[src/rtl/pipe_ctrl_pkg.sv]
// Shared definitions for the pipeline sequencer: state encodings, default
// widths/depths and the per-cycle pipeline control bundle.
package pipe_ctrl_pkg;

  localparam int unsigned REG_W_DEF        = 5;
  localparam int unsigned DRAIN_CYCLES_DEF = 3;
  localparam int unsigned CNT_W_DEF        = 16;

  localparam int unsigned ST_W = 3;

  localparam logic [ST_W-1:0] ST_RUN    = 3'd0;
  localparam logic [ST_W-1:0] ST_ISSUE  = 3'd1;
  localparam logic [ST_W-1:0] ST_DRAIN  = 3'd2;
  localparam logic [ST_W-1:0] ST_HALTED = 3'd3;
  localparam logic [ST_W-1:0] ST_STEP   = 3'd4;

  // Control applied to the front of the pipe in a given cycle.
  typedef struct packed {
    logic pc_en;
    logic ifid_en;
    logic ifid_flush;
    logic idex_bubble;
  } pipe_ctl_t;

  function automatic pipe_ctl_t mk_ctl(input logic pc_en, input logic ifid_en,
                                       input logic ifid_flush, input logic idex_bubble);
    pipe_ctl_t c;
    c.pc_en       = pc_en;
    c.ifid_en     = ifid_en;
    c.ifid_flush  = ifid_flush;
    c.idex_bubble = idex_bubble;
    return c;
  endfunction

endpackage

[src/rtl/hazard_cmp.sv]
// Load-use hazard compare between the ID-stage sources and the EX-stage load
// destination. Register 0 is hard-wired zero and never creates a hazard.
// Ports:
//   rs1, rs2         ID-stage source registers
//   use_rs1, use_rs2 ID instruction actually reads the source
//   wreg             EX-stage destination register
//   memrd            EX instruction is a load
//   lu_c             load-use hazard (combinational)
module hazard_cmp
  import pipe_ctrl_pkg::*;
#(
  parameter int unsigned REG_W = REG_W_DEF
) (
  input  logic [REG_W-1:0] rs1,
  input  logic [REG_W-1:0] rs2,
  input  logic             use_rs1,
  input  logic             use_rs2,
  input  logic [REG_W-1:0] wreg,
  input  logic             memrd,
  output logic             lu_c
);

  logic hit_rs1;
  logic hit_rs2;

  always_comb begin
    hit_rs1 = use_rs1 && (rs1 == wreg);
    hit_rs2 = use_rs2 && (rs2 == wreg);
    lu_c    = memrd && (wreg != '0) && (hit_rs1 || hit_rs2);
  end

endmodule

[src/rtl/pipe_hazard_ctrl.sv]
// Pipeline sequencer for the 5-stage core: load-use stalls, taken-branch
// flushes and a host halt / single-step handshake that leaves the pipeline
// drained and frozen.
// Ports:
//   clk, reset                     clock and async active-low reset
//   id_rs1/id_rs2/id_use_rs1/2     ID-stage operand usage
//   ex_wreg/ex_memrd               EX-stage load destination
//   br_taken                       EX-stage branch resolved taken
//   halt_req/step_req              host halt (level) / single-step (pulse)
//   pc_en/ifid_en/ifid_flush/idex_bubble  pipe control, combinational
//   halted                         pipeline empty and frozen (registered)
//   stall_cnt                      saturating load-use stall cycle count
module pipe_hazard_ctrl
  import pipe_ctrl_pkg::*;
#(
  parameter int unsigned REG_W        = REG_W_DEF,
  parameter int unsigned DRAIN_CYCLES = DRAIN_CYCLES_DEF,
  parameter int unsigned CNT_W        = CNT_W_DEF
) (
  input  logic             clk,
  input  logic             reset,
  input  logic [REG_W-1:0] id_rs1,
  input  logic [REG_W-1:0] id_rs2,
  input  logic             id_use_rs1,
  input  logic             id_use_rs2,
  input  logic [REG_W-1:0] ex_wreg,
  input  logic             ex_memrd,
  input  logic             br_taken,
  input  logic             halt_req,
  input  logic             step_req,
  output logic             pc_en,
  output logic             ifid_en,
  output logic             ifid_flush,
  output logic             idex_bubble,
  output logic             halted,
  output logic [CNT_W-1:0] stall_cnt
);

  localparam int unsigned DCNT_W = (DRAIN_CYCLES > 1) ? $clog2(DRAIN_CYCLES) : 1;
  localparam logic [DCNT_W-1:0] DCNT_LAST = DCNT_W'(DRAIN_CYCLES - 1);
  localparam logic [CNT_W-1:0]  STALL_MAX = {CNT_W{1'b1}};

  logic              lu_c;
  logic [ST_W-1:0]   state_q;
  logic [ST_W-1:0]   state_nxt;
  logic [DCNT_W-1:0] cnt_q;
  logic [DCNT_W-1:0] cnt_nxt;
  logic              stall_inc;
  pipe_ctl_t         ctl;

  hazard_cmp #(.REG_W(REG_W)) u_hazard_cmp (
    .rs1     (id_rs1),
    .rs2     (id_rs2),
    .use_rs1 (id_use_rs1),
    .use_rs2 (id_use_rs2),
    .wreg    (ex_wreg),
    .memrd   (ex_memrd),
    .lu_c    (lu_c)
  );

  // Next-state and pipe-control decode.
  always_comb begin
    state_nxt = state_q;
    cnt_nxt   = cnt_q;
    stall_inc = 1'b0;
    ctl       = mk_ctl(1'b1, 1'b1, 1'b0, 1'b0);

    case (state_q)
      ST_RUN: begin
        if (br_taken) begin
          ctl = mk_ctl(1'b1, 1'b1, 1'b1, 1'b1);
        end else if (lu_c) begin
          ctl       = mk_ctl(1'b0, 1'b0, 1'b0, 1'b1);
          stall_inc = 1'b1;
        end else if (halt_req) begin
          state_nxt = ST_ISSUE;
        end
      end

      // Let the instruction in ID issue while fetch stops.
      ST_ISSUE: begin
        if (br_taken) begin
          ctl       = mk_ctl(1'b1, 1'b1, 1'b1, 1'b1);
          state_nxt = ST_DRAIN;
          cnt_nxt   = '0;
        end else if (lu_c) begin
          ctl       = mk_ctl(1'b0, 1'b0, 1'b0, 1'b1);
          stall_inc = 1'b1;
        end else begin
          ctl       = mk_ctl(1'b0, 1'b1, 1'b1, 1'b0);
          state_nxt = ST_DRAIN;
          cnt_nxt   = '0;
        end
      end

      // Bubbles push the last issued instruction through EX/MEM/WB; a late
      // branch still lets the PC capture its target.
      ST_DRAIN: begin
        ctl     = mk_ctl(br_taken, 1'b1, 1'b1, 1'b1);
        cnt_nxt = cnt_q + DCNT_W'(1);
        if (cnt_q == DCNT_LAST) begin
          state_nxt = ST_HALTED;
          cnt_nxt   = '0;
        end
      end

      ST_HALTED: begin
        ctl = mk_ctl(1'b0, 1'b0, 1'b0, 1'b1);
        if (!halt_req) begin
          state_nxt = ST_RUN;
        end else if (step_req) begin
          state_nxt = ST_STEP;
        end
      end

      // Fetch exactly one instruction, then replay the issue/drain sequence.
      ST_STEP: begin
        ctl       = mk_ctl(1'b1, 1'b1, 1'b0, 1'b1);
        state_nxt = ST_ISSUE;
      end

      default: begin
        ctl       = mk_ctl(1'b0, 1'b0, 1'b1, 1'b1);
        state_nxt = ST_RUN;
        cnt_nxt   = '0;
      end
    endcase

    // Keep the PC frozen and the pipe flushed while reset is asserted.
    if (!reset) begin
      ctl = mk_ctl(1'b0, 1'b0, 1'b1, 1'b1);
    end

    pc_en       = ctl.pc_en;
    ifid_en     = ctl.ifid_en;
    ifid_flush  = ctl.ifid_flush;
    idex_bubble = ctl.idex_bubble;
  end

  // State, drain counter and halted flag.
  always_ff @(posedge clk or negedge reset) begin
    if (!reset) begin
      state_q <= ST_RUN;
      cnt_q   <= '0;
      halted  <= 1'b0;
    end else begin
      state_q <= state_nxt;
      cnt_q   <= cnt_nxt;
      halted  <= (state_nxt == ST_HALTED);
    end
  end

  // Saturating load-use stall counter.
  always_ff @(posedge clk or negedge reset) begin
    if (!reset) begin
      stall_cnt <= '0;
    end else if (stall_inc && (stall_cnt != STALL_MAX)) begin
      stall_cnt <= stall_cnt + CNT_W'(1);
    end
  end

endmodule
[config.mk]
export PLATFORM = sky130hd
export DESIGN_NAME = pipe_hazard_ctrl
export DESIGN_NICKNAME = d
export VERILOG_FILES = /design/src/rtl/pipe_ctrl_pkg.sv /design/src/rtl/hazard_cmp.sv /design/src/rtl/pipe_hazard_ctrl.sv
export SDC_FILE = /design/constraint.sdc
export NUM_CORES = 1
export LEC_CHECK = 0
export CAP_MARGIN = 10
export CORE_UTILIZATION = 40
export CTS_BUF_LIST = sky130_fd_sc_hd__clkbuf_8
export DETAILED_ROUTE_END_ITERATION = 16
export PLACE_DENSITY_LB_ADDON = 0.25
export SKIP_LAST_GASP = 1
export SYNTH_ARGS = -nofsm -noshare
export SYNTH_HDL_FRONTEND = slang
export SYNTH_SLANG_ARGS = --single-unit
[constraint.sdc]
create_clock -name clk -period 3.7 [get_ports clk]
set_input_delay 0.74 -clock clk [delete_from_list [all_inputs] [get_ports clk]]
set_output_delay 0.74 -clock clk [all_outputs]
set_load 0.01 [all_outputs]
==> run_results.csv, run 1 <==
group,metric,value,unit
floorplan,rows,21,
global_route,grt_use_met2,0.357,
route,routed_wl,3.70,mm
sta,tightest_slew,492,ps
job,drv_cap,0,
setup_path,r2r_start,"stall_cnt[7]",
sta,report.final.slew_viol_count,0,
yosys,yosysUniqueCellTypes,39,
cts,cts_resized,0,
global_route,globalRoute.totalOverflow,0,
place,place_congestion,0.824,
global_route,busiest_layer,"met2",
yosys,synthesis.area,1440,um2
setup_path,critPathLaunch,"ex_wreg[2]",
global_route,gr-usage-met3,0.0290,
cts,clock_sinks,22,
route,wire_per_inst,14.9,um
sta,min_period_over_period,0.975,
yosys,async_reset_ff_frac,1.00,
floorplan,die_w,62.1,um
yosys,synth_edf_count,0,
route,viasPerCell,5.41,
yosys,synthesis.nets,179,
cts,cts_buffers,3,
setup_path,critical_path_class,"input pin to output pin",
min_path,whs_endpoint,"stall_cnt[15]",
sta,setup_tns,0,ps
yosys,synth_seq_area_share,0.382,
yosys,synth_top_flop_cell,"dfrtp_1",
global_route,grt_util_all_layers,0.208,
place,place_ws,94.9,ps
setup_path,critPathMaxFanout,8,
global_route,grt_pass1_vias,1342,
cts,cts.clk_slew.worst_paths,80,ps
route,postRouteAntennaNets,0,
min_path,hold_class,"flip-flop to flip-flop",
sta,layout_setup_ws,93.9,ps
route,via_count,1347,
setup_path,ff2ff_setup_slack,1790,ps
power,peakVddDrop,0.286,mV
power,leakage,0.000786,uW
sta,hold_viol_final,0,
route,route.detailed.drc,0,
setup_path,start_kind,"input pin",
sta,rsz0062_at_grt,"no",
setup_path,r2r-end,"stall_cnt[1]",
setup_path,r2r_cells,5,
layout,drive_above_1_share,0.113,
yosys,synth-seq-cells,22,
outcome,status,"finished clean",
cts,htree_levels,1,
min_path,hold_start,"stall_cnt[15]",
global_route,grt_max_degree,19,
setup_path,end_kind,"output pin",
sta,finClkSkew,1.89,ps
layout,final_common_cell,"clkdlybuf4s50_1",
min_path,worstHoldPathCells,1,
floorplan,die_area,3850,um2
cts,clockBufferDepth,2,
sta,fin_crit,3610,ps
yosys,synth.avg_cell_area,9.31,um2
cts,cts-root-buf,"clkbuf_8",
cts,insertion_delay,260,ps
layout,fillCellCount,296,
cts,cts_tree,"built",
global_route,antenna_found_initial,0,
floorplan,initial_core_util,0.426,
global_route,met1_usage,0.263,
setup_path,arrival,2870,ps
setup_path,cp.required,2960,ps
yosys,yosysTopAreaCellShare,0.382,
route,first_pass_iters,4,
sta,max_freq,277,MHz
sta,relSlewSlack,0.669,
layout,most-common-layout-cells,"clkdlybuf4s50_1 (43), xnor2_1 (23), dfrtp_1 (22)",
route,drt-initial-drc-count,40,
layout,diodes,0,
yosys,synthCells,155,
cts,cts_setup_buffers,0,
layout,area_delta_synth_final,38.2,%
layout,nets,228,
floorplan,die_h,62.1,um
yosys,yosys.area.top_type,"dfrtp_1",
floorplan,coreArea,3390,um2
floorplan,pin_count,44,
yosys,ys_warn_count,0,
yosys,ys_top_cells_by_area,"dfrtp_1 (38%), xnor2_1 (14%), nand4_1 (5.6%)",
sta,setup_violations,0,
power,power.density,399,nW/um2
cts,hold_buffers,0,
place,dp_hpwl,2.78,mm
place,port_buffers,43,
global_route,grt_pass1_wl,5.82,mm
[layout make-up]
| cell class | count | area, um2 | share of cell area |
|---|---|---|---|
| well taps | 46 | 57.6 | 0.0289 |
| multi-input cells | 123 | 833 | 0.418 |
| flip-flops and latches | 22 | 551 | 0.276 |
| inverters | 4 | 15.0 | 0.00753 |
| clock buffers | 4 | 55.1 | 0.0276 |
| repair buffers | 50 | 483 | 0.242 |
[registers in the layout, summed over array words and instances (netlist names)]
| name | flops |
|---|---|
| cnt_q | 2 |
| state_q | 3 |
| stall_cnt | 16 |
| halted | 1 |
[layer usage]
| layer | wire length (um) | part of all wire |
|---|---|---|
| met1 | 1660 | 0.45 |
| met2 | 1810 | 0.49 |
| met3 | 203 | 0.055 |
| met4 | 19 | 0.0051 |
| met5 | 0 | 0 |
[synthesized netlist by cell type, types with 2 or more instances]
| library cell | count |
|---|---|
| buf_6 | 2 |
| inv_1 | 4 |
| nand3_1 | 13 |
| nor2_1 | 12 |
| and4_1 | 2 |
| a31oi_1 | 2 |
| dfrtp_1 | 22 |
| buf_2 | 2 |
| xnor2_1 | 23 |
| nor4_1 | 2 |
| a21oi_1 | 9 |
| o21ai_0 | 5 |
| nor3_1 | 3 |
| nand2_1 | 9 |
| nand3_2 | 2 |
| nand2b_1 | 4 |
| nand4_1 | 13 |
| and3_1 | 4 |
| mux2i_1 | 2 |
[report_power, final]
group,internal [uW],switching (uW),total [uW]
Sequential,271,55.2,326
Combinational,152,149,300
Clock,94.7,75.4,170
[through the flow]
step                hold slack [ps]  power [uW]  cells  instance area [um2]  utilization
global placement                489         612    245                 1940        0.572
CTS                             521         803    249                 1990        0.588
global route                    535         859    249                 1990        0.588
floorplan                       444         512    155                 1440            -
detailed placement              501         628    245                 1940        0.572
finish                          517         796    249                 1990        0.588
[worst max path at each step]
stage,endpoint,slack (ps),cells after the start
detailed placement,ifid_flush,90,6
global route,ifid_flush,20,6
floorplan,ifid_flush,1050,4
CTS,ifid_flush,90,6
global placement,ifid_flush,140,6
finish,ifid_flush,90,6
[cells by family after synthesis]
kind of cell | count (synthesis) | share of synthesized area
AO/OA/AOI/OAI | 24 | 0.114
XOR/XNOR | 23 | 0.140
adder cells (fa/ha/maj) | 1 | 0.00867
buffers and inverters | 10 | 0.0408
flip-flops | 22 | 0.382
multiplexers | 4 | 0.0295
AND/OR/NAND/NOR | 71 | 0.286
[critical path, cell delays in order]
cell and delay [ps]:
clkdlybuf4s50_1 470, or4_4 550, o21a_4 240, nand2_1 130, a2bb2oi_1 180, clkdlybuf4s50_1 550
Note: power is estimated with default switching activity, not from simulation.
==> inputs of run 2 (changes only) <==
--- a/config.mk
+++ b/config.mk
@@ -5,6 +5,7 @@
 export SDC_FILE = /design/constraint.sdc
 export NUM_CORES = 1
 export LEC_CHECK = 0
+export ABC_AREA = 1
 export CAP_MARGIN = 10
 export CORE_UTILIZATION = 40
 export CTS_BUF_LIST = sky130_fd_sc_hd__clkbuf_8
==> run 2 against run 1 <==
Clock skew increased by 7.1 ps. Synthesized cell count increased by 52%. Worst hold slack got worse by 13 ps. Via count increased by 14%. Fmax increased by 7.0%.
==> run_results.csv, run 2 <==
group,metric,value,unit
power,pwr-share-comb,0.368,
route,route.detailed.drc,0,
floorplan,die_area,4340,um2
setup_path,end_kind,"output pin",
global_route,grt_max_degree,19,
setup_path,endpoint,"ifid_en",
outcome,status,"finished clean",
power,p_sw_frac,0.345,
power,power.density,345,nW/um2
yosys,synthCells,235,
sta,finClkSkew,8.99,ps
global_route,grt_util_all_layers,0.185,
route,drt-initial-drc-count,66,
yosys,yosysTopAreaCellShare,0.337,
sta,relSlewSlack,0.755,
sta,layout_setup_ws,330,ps
cts,clock_sinks,22,
layout,largest_reg_flops,16,
sta,rsz0062_at_grt,"no",
setup_path,arrival,2630,ps
yosys,synthesis.area,1630,um2
power,clock_power_share,0.234,
cts,htree_levels,1,
setup_path,ff2ff_setup_slack,1870,ps
global_route,globalRoute.totalOverflow,0,
floorplan,coreArea,3800,um2
yosys,synth-seq-cells,22,
cts,cts_resized,0,
job,drv_cap,0,
floorplan,pin_count,44,
setup_path,start_kind,"input pin",
yosys,synth.avg_cell_area,6.95,um2
global_route,antenna_found_initial,0,
layout,regMostFlops,"stall_cnt",
place,place_congestion,0.818,
yosys,synth_top_flop_cell,"dfrtp_1",
power,p_sw,257,uW
layout,most-common-layout-cells,"nand2_1 (74), clkdlybuf4s50_1 (43), inv_1 (28)",
yosys,ys_warn_count,0,
power,seqPwrFrac,0.398,
setup_path,r2r_cells,9,
cts,cts-root-buf,"clkbuf_8",
route,viasPerCell,4.68,
sta,min_period_over_period,0.911,
min_path,hold_class,"flip-flop to flip-flop",
global_route,grt_pass1_vias,1431,
place,port_buffers,43,
route,routed_wl,3.57,mm
sta,setup_tns,0,ps
layout,final_common_cell,"nand2_1",
route,postRouteAntennaNets,0,
place,place_ws,334,ps
sta,report.final.slew_viol_count,0,
floorplan,die_h,65.9,um
yosys,ys_top_cells_by_area,"dfrtp_1 (34%), nand2_1 (17%), nand3_1 (7.4%)",
cts,clockBufferDepth,2,
sta,holdWs,504,ps
route,wire_per_inst,10.9,um
yosys,yosysUniqueCellTypes,29,
power,totalPowerFinal,747,uW
min_path,worstHoldPathCells,2,
power,peakVddDrop,0.272,mV
cts,cts_setup_buffers,0,
sta,tightest_slew,363,ps
floorplan,rows,22,
yosys,ys_top_cells_by_count,"nand2_1 (74), inv_1 (28), nand3_1 (24)",
power,leakage,0.00113,uW
route,first_pass_iters,4,
layout,area_delta_synth_final,32.3,%
cts,cts_buffers,3,
layout,drive_above_1_share,0.128,
yosys,yosys.area.top_type,"dfrtp_1",
place,dp_hpwl,2.81,mm
setup_path,cp.required,2960,ps
setup_path,r2r-end,"stall_cnt[7]",
sta,setup_violations,0,
cts,cts_tree,"built",
cts,hold_buffers,0,
cts,insertion_delay,270,ps
layout,reg_top3,"stall_cnt (16), state_q (3), cnt_q (2)",
global_route,grt_pass1_wl,6.27,mm
sta,max_freq,297,MHz
sta,hold_viol_final,0,
yosys,synth_most_common_cell,"nand2_1",
floorplan,die_w,65.9,um
power,internal_power,489,uW
sta,fin_crit,3370,ps
setup_path,critPathLaunch,"ex_wreg[4]",
route,via_count,1539,
setup_path,r2r_start,"stall_cnt[0]",
yosys,synth_seq_area_share,0.337,
yosys,synthesis.nets,259,
floorplan,initial_core_util,0.430,
layout,fin_util,0.569,
cts,cts.clk_slew.worst_paths,70,ps
setup_path,critical_path_class,"input pin to output pin",
yosys,synth_edf_count,0,
setup_path,critPathMaxFanout,4,
yosys,async_reset_ff_frac,1.00,
layout,nets,306,
layout,diodes,0,
## run 2: changes by cell type in the layout (fill, tap and decap cells not counted), moves of 10 or more
cell / change
nand3_1: +11
inv_1: +24
nand2_2: +12
xnor2_1: -18
nand2_1: +65
nor2_1: +10
## run 2: worst max-delay path, cell delays in order
cell	delay (ps)
clkdlybuf4s50_1	540
inv_2	50
nand2_1	50
nand2_1	50
nor2_1	120
nand3_1	100
nand2_2	110
nand3_4	100
nand2_1	70
nand2_1	60
nor2_1	100
nor2_1	50
clkdlybuf4s50_1	480
## run 2: worst min path at each step
stage	from	endpoint	slack (ps)
after floorplan	reset	cnt_q[0]	440
after global placement	cnt_q[0]	cnt_q[1]	480
after detailed placement	cnt_q[0]	cnt_q[0]	490
after global routing	cnt_q[1]	cnt_q[1]	540
final	cnt_q[0]	cnt_q[0]	500
after CTS	cnt_q[0]	cnt_q[0]	500
## run 2: logic make-up (layout without fill, tap and decap cells)
group                      after synthesis  after routing  synth area share
buffers and inverters                   39             85             0.103
DFF                                     22             22             0.337
and+or+nand+nor                        155            155             0.467
AOI/OAI and AO/OA                        5              5            0.0161
adders and majority gates                1              1           0.00766
xor gates and xnor gates                13             13            0.0697
## run 2: area by class of cell
cell class / count / area (um2)
sequential: 22 / 551
multi-input combinational: 174 / 915
tap: 48 / 60.1
clock buffer: 4 / 55.1
fill: 376 / 1640
inverter: 36 / 135
timing repair buffer: 45 / 445
## run 2: power groups by stage
| stage | clock network, uW | logic (uW) | registers [uW] |
|---|---|---|---|
| final | 174 | 275 | 297 |
| after global routing | 186 | 310 | 300 |
| after floorplan | 0 | 159 | 301 |
| after CTS | 181 | 277 | 296 |
| after detailed placement | 0 | 275 | 301 |
| after global placement | 0 | 273 | 300 |
## run 2: metal layers
metal,up-vias,GRT usage,part of all wire
met3,4,0.0328,0.039
li1,820,-,-
met5,-,0,0
met2,32,0.302,0.45
met1,683,0.253,0.50
met4,0,0.0353,0.0084
## run 2: per-stage QoR
stage / std cells / instance area [um2]
final: 329 / 2160
after detailed placement: 325 / 2110
after global placement: 325 / 2110
after global routing: 329 / 2160
after floorplan: 235 / 1630
after CTS: 329 / 2160
==> inputs of run 3 (changes only) <==
--- a/config.mk
+++ b/config.mk
@@ -11,6 +11,7 @@
 export CTS_BUF_LIST = sky130_fd_sc_hd__clkbuf_8
 export DETAILED_ROUTE_END_ITERATION = 16
 export PLACE_DENSITY_LB_ADDON = 0.25
+export SKIP_CTS_REPAIR_TIMING = 1
 export SKIP_LAST_GASP = 1
 export SYNTH_ARGS = -nofsm -noshare
 export SYNTH_HDL_FRONTEND = slang
==> results of run 3 <==
Same layout as run 2: the final DEF is identical, and so are final timing and power.
